$ cat config.mk
export PLATFORM = sky130hd
export DESIGN_NAME = ccd_sram_writer_flat
export DESIGN_NICKNAME = d
export VERILOG_FILES = /design/src/rtl/epac_pkg.sv /design/src/rtl/ccd_sram_writer_if.sv /design/src/rtl/ccd_wr_fifo.sv /design/src/rtl/ccd_sram_writer.sv /design/src/flat_wrapper.sv
export SDC_FILE = /design/constraint.sdc
export NUM_CORES = 1
export LEC_CHECK = 0
export ABC_AREA = 1
export CORE_MARGIN = 5
export CORE_UTILIZATION = 65
export DETAILED_ROUTE_END_ITERATION = 16
export GPL_TIMING_DRIVEN = 0
export PLACE_DENSITY = 0.86
export SLEW_MARGIN = 5
export SYNTH_ARGS = -nofsm -noshare
export SYNTH_HDL_FRONTEND = slang
export SYNTH_HIERARCHICAL = 1
export SYNTH_SLANG_ARGS = --single-unit
export TNS_END_PERCENT = 30
$ cat constraint.sdc
create_clock -name iCLK -period 7.5 [get_ports iCLK]
set_input_delay 1.875 -clock iCLK [delete_from_list [all_inputs] [get_ports iCLK]]
set_output_delay 1.875 -clock iCLK [all_outputs]
set_load 0.05 [all_outputs]
$ cat src/rtl/epac_pkg.sv
// Shared definitions for the SRAM arbiter clients: bus widths and the CCD writer state encoding.
package epac_pkg;

  localparam int SRAM_ADDR_W = 18;
  localparam int SRAM_DATA_W = 16;

  typedef enum logic [1:0] {
    IDLE    = 2'd0,
    CAPTURE = 2'd1,
    DRAIN   = 2'd2
  } ccd_wr_state_t;

endpackage

$ cat src/rtl/ccd_sram_writer_if.sv
// CCD write-request port between the pixel writer and the SRAM arbiter.
interface ccd_sram_writer_if import epac_pkg::*; #(
  parameter int ADDR_W = SRAM_ADDR_W,
  parameter int DATA_W = SRAM_DATA_W
);

  logic [ADDR_W-1:0] addr;
  logic [DATA_W-1:0] data;
  logic              rd_nwr;
  logic              valid;
  logic              grant;

  modport master (output addr, output data, output rd_nwr, output valid, input grant);
  modport slave  (input addr, input data, input rd_nwr, input valid, output grant);

endinterface

$ cat src/rtl/ccd_wr_fifo.sv
// Show-ahead synchronous FIFO; a push into a full FIFO is legal when the head pops in the same cycle.
module ccd_wr_fifo import epac_pkg::*; #(
  parameter int WIDTH = SRAM_ADDR_W + SRAM_DATA_W,
  parameter int DEPTH = 8
) (
  input  logic             clk,
  input  logic             rst,
  input  logic             push,
  input  logic             pop,
  input  logic [WIDTH-1:0] wdata,
  output logic [WIDTH-1:0] head,
  output logic             empty,
  output logic             full,
  output logic             last
);

  localparam int PTR_W = $clog2(DEPTH);

  logic [WIDTH-1:0] mem_q [DEPTH];
  logic [WIDTH-1:0] mem_d [DEPTH];
  logic [PTR_W:0]   wr_ptr_q, wr_ptr_d;
  logic [PTR_W:0]   rd_ptr_q, rd_ptr_d;
  logic [PTR_W:0]   used;

  // Pointers carry one extra wrap bit so full and empty are distinguishable.
  assign used  = wr_ptr_q - rd_ptr_q;
  assign empty = (used == '0);
  assign full  = (used == (PTR_W+1)'(DEPTH));
  assign last  = (used == (PTR_W+1)'(1));
  assign head  = mem_q[rd_ptr_q[PTR_W-1:0]];

  always_comb begin
    mem_d    = mem_q;
    wr_ptr_d = wr_ptr_q;
    rd_ptr_d = rd_ptr_q;
    if (push) begin
      mem_d[wr_ptr_q[PTR_W-1:0]] = wdata;
      wr_ptr_d = wr_ptr_q + (PTR_W+1)'(1);
    end
    if (pop) begin
      rd_ptr_d = rd_ptr_q + (PTR_W+1)'(1);
    end
  end

  always_ff @(posedge clk) begin
    if (rst) begin
      mem_q    <= '{default: '0};
      wr_ptr_q <= '0;
      rd_ptr_q <= '0;
    end else begin
      mem_q    <= mem_d;
      wr_ptr_q <= wr_ptr_d;
      rd_ptr_q <= rd_ptr_d;
    end
  end

endmodule

$ cat src/rtl/ccd_sram_writer.sv
// CCD pixel stream to SRAM write requests: buffers pixels with their frame address and retires one per grant.
module ccd_sram_writer import epac_pkg::*; #(
  parameter int DATA_W      = SRAM_DATA_W,
  parameter int ADDR_W      = SRAM_ADDR_W,
  parameter int FIFO_DEPTH  = 8,
  parameter int FRAME_WORDS = 76800,
  parameter int BASE_ADDR   = 0
) (
  input  logic                iCLK,
  input  logic                iRST,
  input  logic                iFrame_start,
  input  logic                iPix_valid,
  input  logic [DATA_W-1:0]   iPix_data,
  ccd_sram_writer_if.master   sram,
  output logic                oBusy,
  output logic                oFrame_done,
  output logic                oOverflow,
  output logic [ADDR_W-1:0]   oPix_count
);

  localparam int                ENTRY_W    = ADDR_W + DATA_W;
  localparam logic [ADDR_W-1:0] FRAME_LAST = ADDR_W'(FRAME_WORDS - 1);
  localparam logic [ADDR_W-1:0] BASE       = ADDR_W'(BASE_ADDR);

  ccd_wr_state_t      state_q, state_d;
  logic [ADDR_W-1:0]  pix_count_q, pix_count_d;
  logic               overflow_q, overflow_d;
  logic               frame_done_q, frame_done_d;

  logic               fifo_empty, fifo_full, fifo_last;
  logic [ENTRY_W-1:0] fifo_head;
  logic               pix_take, push, pop;

  // Valid depends only on FIFO state so the arbiter's grant never loops back into it.
  assign pix_take = iPix_valid && (state_q == CAPTURE);
  assign pop      = !fifo_empty && sram.grant;
  assign push     = pix_take && (!fifo_full || pop);

  ccd_wr_fifo #(
    .WIDTH (ENTRY_W),
    .DEPTH (FIFO_DEPTH)
  ) u_fifo (
    .clk   (iCLK),
    .rst   (iRST),
    .push  (push),
    .pop   (pop),
    .wdata ({BASE + pix_count_q, iPix_data}),
    .head  (fifo_head),
    .empty (fifo_empty),
    .full  (fifo_full),
    .last  (fifo_last)
  );

  assign sram.valid             = !fifo_empty;
  assign {sram.addr, sram.data} = fifo_head;
  assign sram.rd_nwr            = 1'b0;

  assign oBusy       = (state_q != IDLE);
  assign oFrame_done = frame_done_q;
  assign oOverflow   = overflow_q;
  assign oPix_count  = pix_count_q;

  always_comb begin
    state_d      = state_q;
    pix_count_d  = pix_count_q;
    overflow_d   = overflow_q;
    frame_done_d = 1'b0;
    case (state_q)
      IDLE: begin
        if (iFrame_start) begin
          state_d     = CAPTURE;
          pix_count_d = '0;
          overflow_d  = 1'b0;
        end
      end
      CAPTURE: begin
        // Dropped pixels still advance the count so later pixels land at their true address.
        if (iPix_valid) begin
          pix_count_d = pix_count_q + ADDR_W'(1);
          if (fifo_full && !pop) overflow_d = 1'b1;
          if (pix_count_q == FRAME_LAST) state_d = DRAIN;
        end
      end
      DRAIN: begin
        if (fifo_empty || (pop && fifo_last)) begin
          state_d      = IDLE;
          frame_done_d = 1'b1;
        end
      end
      default: state_d = IDLE;
    endcase
  end

  always_ff @(posedge iCLK) begin
    if (iRST) begin
      state_q      <= IDLE;
      pix_count_q  <= '0;
      overflow_q   <= 1'b0;
      frame_done_q <= 1'b0;
    end else begin
      state_q      <= state_d;
      pix_count_q  <= pix_count_d;
      overflow_q   <= overflow_d;
      frame_done_q <= frame_done_d;
    end
  end

endmodule
$ cat src/flat_wrapper.sv
// flat-port wrapper written by rule: the top's interface ports become plain ports
module ccd_sram_writer_flat import epac_pkg::*;
#(
  parameter int DATA_W      = SRAM_DATA_W,
  parameter int ADDR_W      = SRAM_ADDR_W,
  parameter int FIFO_DEPTH  = 8,
  parameter int FRAME_WORDS = 76800,
  parameter int BASE_ADDR   = 0
)
  (iCLK, iRST, iFrame_start, iPix_valid, iPix_data, oBusy, oFrame_done, oOverflow, oPix_count, sram_addr, sram_data, sram_rd_nwr, sram_valid, sram_grant);
  ccd_sram_writer_if #(.ADDR_W(ADDR_W), .DATA_W(DATA_W)) sram_i ();
  input  logic iCLK;
  input  logic iRST;
  input  logic iFrame_start;
  input  logic iPix_valid;
  input  logic [DATA_W-1:0] iPix_data;
  output logic oBusy;
  output logic oFrame_done;
  output logic oOverflow;
  output logic [ADDR_W-1:0] oPix_count;
  output wire logic [$bits(sram_i.addr)-1:0] sram_addr;
  output wire logic [$bits(sram_i.data)-1:0] sram_data;
  output wire logic [$bits(sram_i.rd_nwr)-1:0] sram_rd_nwr;
  output wire logic [$bits(sram_i.valid)-1:0] sram_valid;
  input wire logic [$bits(sram_i.grant)-1:0] sram_grant;
  assign sram_addr = sram_i.addr;
  assign sram_data = sram_i.data;
  assign sram_rd_nwr = sram_i.rd_nwr;
  assign sram_valid = sram_i.valid;
  assign sram_i.grant = sram_grant;
  ccd_sram_writer #(.DATA_W(DATA_W), .ADDR_W(ADDR_W), .FIFO_DEPTH(FIFO_DEPTH), .FRAME_WORDS(FRAME_WORDS), .BASE_ADDR(BASE_ADDR)) u_core (.iCLK(iCLK), .iRST(iRST), .iFrame_start(iFrame_start), .iPix_valid(iPix_valid), .iPix_data(iPix_data), .sram(sram_i), .oBusy(oBusy), .oFrame_done(oFrame_done), .oOverflow(oOverflow), .oPix_count(oPix_count));
endmodule
Word-level counts from Yosys, hierarchy flattened
Cells that the tools add are included.
{"block": "classes", "n_addsub": 4, "magnitude_cmp": 3, "n_eq_ne": 10, "mux": 19, "bitwise": 3, "reduce_logical": 19}
{"op": "$bwmux W272", "n": 1}
{"op": "$bmux W34 S3", "n": 1}
{"op": "$demux W34 S3", "n": 1}
{"op": "$mux W34", "n": 3}
{"op": "$mux W18", "n": 2}
{"op": "$pmux W18 S2", "n": 1}
{"op": "$add A18 B1 Y18 const B", "n": 1}
{"op": "$eq A18 B17 Y1 const B", "n": 1}
{"op": "$add A4 B1 Y4 const B", "n": 2}
{"op": "$ge A4 B4 Y1 const B", "n": 2}
{"op": "$mux W2", "n": 4}
{"op": "$ne A2 B2 Y1 const B", "n": 4}
{"op": "$not A3 Y4", "n": 2}
{"op": "$reduce_and A4 Y1", "n": 2}
{"op": "$logic_and A1 B1 Y1", "n": 6}
{"op": "$pmux W2 S3", "n": 1}
{"op": "$eq A4 B1 Y1 const B", "n": 1}
{"op": "$eq A4 B4 Y1 const B", "n": 1}
{"op": "$logic_not A4 Y1", "n": 1}
{"op": "$lt A4 B1 Y1 const B", "n": 1}
{"op": "$mux W1", "n": 4}
{"op": "$reduce_bool A2 Y1", "n": 2}
{"op": "$sub A4 B4 Y4", "n": 1}
{"op": "$logic_not A1 Y1", "n": 3}
{"op": "9 further kinds", "n": 10}
{"block": "word_totals", "regBits": 302, "in_bits": 21, "output_inout_bits": 57, "wordCells": 72}

Depth between registers and ports, before layout
Gate-level depths: netlist of the first run.
{"block": "depth", "ltp_word": 9, "depth_mapped": 19, "depth_no_buf": 17}

By module
The synthesis of the first run kept the hierarchy.
{"mod": "ccd_wr_fifo", "instances": 1, "cells_each": 2129, "area_per_inst_um2": 13216.4, "seq_area_each_um2": 5605.4}
{"mod": "ccd_sram_writer", "instances": 1, "cells_each": 179, "area_per_inst_um2": 1233.7, "seq_area_each_um2": 440.4}

Least setup slack after synthesis of the first run
Ideal clock, no wire load.
{"block": "synth_path", "path_type": "register to output", "from": "reg u_core.u_fifo.rd_ptr_q[2]", "to": "out sram_valid", "t_arrival_ns": 1.925, "setup_slack_ns": 3.700, "path_stages_with_launch": 10, "path_cell_list": "dfxtp_1 clkbuf_1 inv_2 buf_1 ha_1 a21oi_1 nand3_1 nand2_1 nor2_1 inv_1"}
{"block": "synth_via", "elab_chain_len": 3}
{"element": "start: declaration", "line_no": "ccd_wr_fifo.sv:22", "rtl": "logic [PTR_W:0] rd_ptr_q, rd_ptr_d;"}
{"element": "start signal: assignment", "line_no": "ccd_wr_fifo.sv:53", "rtl": "rd_ptr_q <= rd_ptr_d;"}
{"element": "$sub A4 B4 Y4", "line_no": "ccd_wr_fifo.sv:26", "rtl": "assign used = wr_ptr_q - rd_ptr_q;"}
{"element": "$logic_not A4 Y1", "line_no": "ccd_wr_fifo.sv:27", "rtl": "assign empty = (used == '0);"}
{"element": "named net u_core.fifo_empty", "line_no": "ccd_sram_writer.sv:30", "rtl": "logic fifo_empty, fifo_full, fifo_last;"}
{"element": "$logic_not A1 Y1", "line_no": "ccd_sram_writer.sv:54", "rtl": "assign sram.valid = !fifo_empty;"}
{"element": "end: declaration", "line_no": "flat_wrapper.sv:24", "rtl": "output wire logic [$bits(sram_i.valid)-1:0] sram_valid;"}
The timed path passes the listed nets, and every way through them passes these cells.

Worst setup path after layout of the first run
Ends and elaborated chain as after synthesis.

==> flow_metrics.tcl, run 1 <==
set metrics [dict create \
    rrSetupSlack_ns 2.44 \
    multi_input_area_sq_um 6880 \
    post-synth-top-count-cell "nor2_1" \
    cp.required_ns 5.62 \
    arrival_ns 3.89 \
    worstPathCellList "clkbuf_1, inv_2, buf_1, ha_1, a21oi_1, nand3_1, nand2_1, nor2_1, inv_1, clkdlybuf4s50_1" \
    power_density_nw_per_um2 264.9 \
    syn_nets 2336 \
    via_count 15110 \
    grt_max_degree 16 \
    synth_enable_flop_cells 0 \
    worstMarginPinSlew_ns 0.7574 \
    routed_wl_um 45900 \
    die-area_sq_um 25310 \
    ctsRootBufferMaster "clkbuf_16" \
    use_met1 0.4252 \
    synth.avg_cell_area_sq_um 6.261 \
    rr_endpoint "u_core/u_fifo/mem_q[117]" \
    worst_slack_ns 1.732 \
    worst_hold_path_type "reg -> reg" \
    fp.dieW_um 159.1 \
    max_freq_mhz 173.4 \
    grt_pass1_vias 14070 \
    grtUsageMet3 0.06938 \
    cts-resized-gates 0 \
    startpoint "u_core/u_fifo/rd_ptr_q[2]" \
    setup_violations 0 \
    seqCellArea_sq_um 6046 \
    cp_top_family "buffers and inverters" \
    yosys_warnings 6 \
    path_depth 10 \
    leakage_nw 7.242 \
    tns_ns 0 \
    num_rows 54 \
    port_buffers 76 \
    totalPowerFinal_mw 4.433 \
    postCtsSetupBuffers 0 \
    cts_tree "yes" \
    synth_area_leaders "dfxtp_1 (42%), nor2_1 (15%), nand2_1 (15%), o21ai_0 (9.6%), inv_1 (6.0%)" \
    synthArstFlopShare 0 \
    nNetsFinal 2448 \
    r2r_start "u_core/u_fifo/rd_ptr_q[2]" \
    detail_route.iter0.violations 1918 \
    place_hpwl_um 30770 \
    synth_top_cell_by_area "dfxtp_1" \
    die_y_um 159.1 \
    grt_pass1_wl_um 71030 \
    antenna_cells 0 \
    grt_setup_unrepaired "no" \
    htree_num_levels 2 \
    maxSlewViolCount 0 \
    core_area_sq_um 21890 \
    start_util 0.6601 \
    busiest_layer "met2" \
    met2_usage 0.5666 \
    yosys-top-cells-count "nor2_1 (591), nand2_1 (572), dfxtp_1 (302)" \
    crit_buf_inv 5 \
    outcome "complete, no violations" \
    grt_antenna_before_repair 0 \
    overflow 0 \
    wire_per_inst_um 16.87 \
    postLayoutCoreUtil 0.7645 \
    syn_area_sq_um 14450 \
    slowest_stage "clkdlybuf4s50_1" \
    place.gp.congestion 0.9422 \
    slowest_delay_ns 0.84 \
    crit_fanout 10 \
    skew_ns 0.01591 \
    finalInstanceArea_sq_um 16740 \
    grtUsageTotal 0.3421 \
    clock_latency_ns 0.52 \
    period_needed_ns 5.768 \
    reg2reg_depth 18 \
    synth_seq_cells 302 \
    clock_sinks 302 \
    area_growth_pct 15.82 \
    cts_made_buffers 34 \
    io_pins 78 \
    place_ws_ns 2.403 \
    synth_top_area_frac 0.4184 \
    fillers 1764 \
    syn_inst 2308 \
    ir_drop_uv 168.2 \
    post-route-period-util 0.7690 \
    yosysUniqueCellTypes 34 \
    crit_type "reg -> out" \
    clkTransAtPathRegs_ns 0.06 \
    clock_path_buffers 3 \
    cts_hold_buffers 0 \
    dpl-instance-area_sq_um 15560 \
    relSlewSlack 0.4951 \
    ys_seq_area_frac 0.4184 \
    vias_per_cell 5.553 \
    endpoint "sram_valid" \
    cap_violations 0 \
    drc 0 \
    end_kind "output port" \
    final-hold-violation-count 0 \
    cp-start-kind "register" \
    drive_gt1_frac 0.05531 \
    synth_ff_type "dfxtp_1" \
    first_pass_iters 6 \
    ant_nets 0 \
]
## final cells by class
cell class / instances / share of cell area
Clock inverter: 7 / 0.006579
Multi-Input combinational cell: 1629 / 0.4111
Clock buffer: 50 / 0.06362
Timing Repair Buffer: 76 / 0.04545
Sequential cell: 302 / 0.3612
Inverter: 246 / 0.05517
Tap cell: 280 / 0.02093
Buffer: 131 / 0.03589
## worst reg2reg max path, delay by kind of cell (launching register included)
kind / cells / cell delay (ns)
buffers and inverters: 6 / 2.12
and+or+nand+nor: 10 / 1.93
AOI/OAI and AO/OA: 1 / 0.25
DFF: 1 / 0.30
adders and majority gates: 1 / 0.41
## kinds of logic after synthesis
kind of cell	Yosys count	synth area share
AOI/OAI and AO/OA	310	0.1076
and+or+nand+nor	1310	0.3611
DFF	302	0.4184
adders and majority gates	7	0.006581
other	1	0.0002595
buffers and inverters	377	0.1055
xor gates and xnor gates	1	0.0006062
## routing by layer
metal / wire, um / vias up
li1: - / 7294
met1: 17550 / 6791
met2: 21170 / 850
met3: 5055 / 173
met4: 2080 / 2
met5: 46 / -
## where the power goes
group	switching (mW)	internal, mW	leakage [nW]
Sequential	0.0211	1.64	2.44
Clock	0.661	1.08	0.583
Combinational	0.743	0.291	4.22
## metrics by stage
stage                     cells  hold WS, ns
after global routing       2721       0.5004
after CTS                  2721       0.4833
after detailed placement   2664       0.4612
final                      2721       0.4787
after global placement     2664       0.4612
after floorplan            2308       0.4540
## worst min path at each step
stage | start | to | slack (ns) | depth (start not counted)
4_1_cts | u_core/u_fifo/mem_q[220] | u_core/u_fifo/mem_q[220] | 0.48 | 2
6_report | u_core/u_fifo/mem_q[77] | u_core/u_fifo/mem_q[77] | 0.48 | 2
5_1_grt | u_core/u_fifo/mem_q[116] | u_core/u_fifo/mem_q[116] | 0.50 | 2
3_5_place_dp | u_core/oOverflow | u_core/oOverflow | 0.46 | 2
3_3_place_gp | u_core/u_fifo/mem_q[190] | u_core/u_fifo/mem_q[190] | 0.46 | 2
2_1_floorplan | u_core/u_fifo/mem_q[105] | u_core/u_fifo/mem_q[105] | 0.45 | 2
## flip-flops by register name (all words and copies together) (netlist names)
signal,flops
u_core/state_q,2
u_core/u_fifo/wr_ptr_q,4
u_core/u_fifo/mem_q,272
u_core/oOverflow,1
u_core/u_fifo/rd_ptr_q,4
u_core/oFrame_done,1
u_core/oPix_count,18
## cell usage in the layout, fill, tap and decap left out, types with 6 or more instances in the layout
master,instances
nor2_1,591
clkdlybuf4s50_1,76
dfxtp_1,302
o21ai_1,7
buf_4,10
buf_2,33
o21ai_0,278
clkbuf_1,81
nand3_1,116
a21oi_1,23
inv_1,231
inv_2,14
clkbuf_8,9
clkbuf_16,37
nand2_1,572
nor2_2,6
buf_1,7
ha_1,6
Note: power is estimated with default switching activity, not from simulation.
==> run 2, diff against run 1 <==
--- a/config.mk
+++ b/config.mk
@@ -7,10 +7,10 @@
 export LEC_CHECK = 0
 export ABC_AREA = 1
 export CORE_MARGIN = 5
-export CORE_UTILIZATION = 65
+export CORE_UTILIZATION = 54
 export DETAILED_ROUTE_END_ITERATION = 16
 export GPL_TIMING_DRIVEN = 0
-export PLACE_DENSITY = 0.86
+export PLACE_DENSITY = 0.76
 export SLEW_MARGIN = 5
 export SYNTH_ARGS = -nofsm -noshare
 export SYNTH_HDL_FRONTEND = slang
==> constraint.sdc (replaced) <==
create_clock -name iCLK -period 5.15 [get_ports iCLK]
set_input_delay 1.2875 -clock iCLK [delete_from_list [all_inputs] [get_ports iCLK]]
set_output_delay 1.2875 -clock iCLK [all_outputs]
set_load 0.05 [all_outputs]
==> flow_metrics.tcl, run 2 (synthesis gave the netlist of run 1 again) <==
set metrics [dict create \
    die_y_um 173.6 \
    p_comb_frac 0.233 \
    final-hold-violation-count 0 \
    startpoint "u_core/u_fifo/rd_ptr_q[2]" \
    largest_reg_flops 272 \
    layout_common_cells "nor2_1 (591), nand2_1 (572), dfxtp_1 (302)" \
    cp_top_family "buffers and inverters" \
    cts_tree "yes" \
    detail_route.iter0.violations 1377 \
    worstPathCellList "inv_2, buf_1, ha_1, a21oi_1, nand2_1, nand2_1, nand2_1, nor2_1, inv_1, clkdlybuf4s50_1" \
    drive_gt1_frac 0.05567 \
    cp-start-kind "register" \
    crit_fanout 10 \
    clock_sinks 302 \
    clock_path_buffers 3 \
    p_switching_mw 2.049 \
    slowest_delay_ns 0.72 \
    antenna_cells 0 \
    htree_num_levels 2 \
    relSlewSlack 0.4808 \
    cts_made_buffers 34 \
    power_frac_clock 0.389 \
    vias_per_cell 5.285 \
    routed_wl_um 44520 \
    num_rows 59 \
    fp.dieW_um 173.6 \
    leakage_nw 7.237 \
    postCtsSetupBuffers 0 \
    clkTransAtPathRegs_ns 0.06 \
    fillers 2455 \
    place_inst 2719 \
    arrival_ns 3.65 \
    grt_pass1_wl_um 70860 \
    area_growth_pct 16.19 \
    ir_drop_uv 215.6 \
    grtUsageTotal 0.2885 \
    wire_per_inst_um 16.02 \
    post-route-period-util 0.9596 \
    clock_latency_ns 0.50 \
    start_util 0.5514 \
    port_buffers 76 \
    overflow 0 \
    grt_setup_unrepaired "no" \
    grt_antenna_before_repair 1 \
    cts_hold_buffers 0 \
    end_kind "output port" \
    ctsRootBufferMaster "clkbuf_16" \
    power_density_nw_per_um2 380.1 \
    first_pass_iters 6 \
    regMostFlops "u_core/u_fifo/mem_q" \
    period_needed_ns 4.942 \
    switching_share 0.3211 \
    p_int_mw 4.332 \
    io_pins 78 \
    seqCellArea_sq_um 6046 \
    drc 0 \
    cap_violations 0 \
    min_from "u_core/u_fifo/mem_q[103]" \
    stdcell_count 2778 \
    max_freq_mhz 202.3 \
    maxSlewViolCount 0 \
    p_seq_frac 0.378 \
    multi_input_area_sq_um 6880 \
    slowest_stage "dfxtp_1" \
    grt_pass1_vias 13640 \
    place_ws_ns 0.5366 \
    core_area_sq_um 26210 \
    tns_ns 0 \
    die-area_sq_um 30130 \
    ant_nets 0 \
    place_hpwl_um 30790 \
    worstMarginPinSlew_ns 0.7788 \
    outcome "complete, no violations" \
    worst_hold_path_type "reg -> reg" \
    crit_buf_inv 4 \
    place.gp.congestion 0.9451 \
    worst_slack_ns 0.2080 \
    via_count 14680 \
    grt_max_degree 16 \
    cts-resized-gates 0 \
    setup_violations 0 \
    skew_ns 0.01105 \
    cp.required_ns 3.86 \
    nNetsFinal 2447 \
    r2r_start "u_core/u_fifo/rd_ptr_q[2]" \
    crit_type "reg -> out" \
    cp_common_cell "nand2_1" \
    final_common_cell "nor2_1" \
]
## run 2: changes by cell type in the layout (fill, tap and decap cells not counted)
cell / delta
clkbuf_8: +3
clkbuf_1: +1
bufinv_16: -2
## run 2: routing by layer
metal | vias to the layer above | share of wire | track usage
li1 | 7289 | - | -
met1 | 6632 | 0.41 | 0.3784
met2 | 654 | 0.46 | 0.4813
met3 | 106 | 0.091 | 0.04864
met4 | 2 | 0.030 | 0.1056
met5 | - | 0.00029 | 0
## run 2: area by class of cell
class,count,share of cell area
flip-flops and latches,302,0.3601
multi-input cells,1629,0.4098
well taps,335,0.02496
repair buffers,76,0.04531
plain buffers,130,0.03555
clock inverters,5,0.002981
clock buffers,55,0.06632
inverters,246,0.05500
## run 2: path summary, 6_finish.rpt
path / to / slack [ns] / cells past startpoint
hold reg to reg: u_core/u_fifo/mem_q[103] / 0.48 / 2
hold / removal: u_core/u_fifo/mem_q[103] / 0.48 / 2
setup / recovery: sram_valid / 0.21 / 10
setup reg to reg: u_core/u_fifo/mem_q[108] / 0.49 / 17
## run 2: worst register-to-register path, stage by stage (launching register included)
cell and delay [ns]:
dfxtp_1 0.72, inv_2 0.27, buf_1 0.30, ha_1 0.39
a21oi_1 0.27, nand3_1 0.12, nand2_1 0.10, nor2_1 0.06
nor2_1 0.40, nor2_1 0.14, nor2_1 0.33, inv_1 0.15
nor2_2 0.18, nand2_1 0.40, inv_2 0.42, buf_6 0.20
nor2_1 0.05, nor2_1 0.10
## run 2: power by group through the flow
| stage | Combinational (mW) | Clock [mW] | Sequential [mW] |
|---|---|---|---|
| detailed placement | 1.45 | 0 | 2.46 |
| CTS | 1.46 | 2.51 | 2.41 |
| global placement | 1.43 | 0 | 2.46 |
| finish | 1.49 | 2.48 | 2.41 |
| global route | 1.62 | 2.63 | 2.42 |
| floorplan | 0.986 | 0 | 2.46 |
## run 2: stage by stage
stage                     hold slack (ns)  total power, mW    util  area, sq um
after floorplan                    0.4540            3.444       -        14450
after global placement             0.4611            3.892  0.5964        15630
after detailed placement           0.4704            3.912  0.5964        15630
after CTS                          0.4831            6.379  0.6408        16790
after global routing               0.4982            6.664  0.6407        16790
final                              0.4787            6.382  0.6407        16790
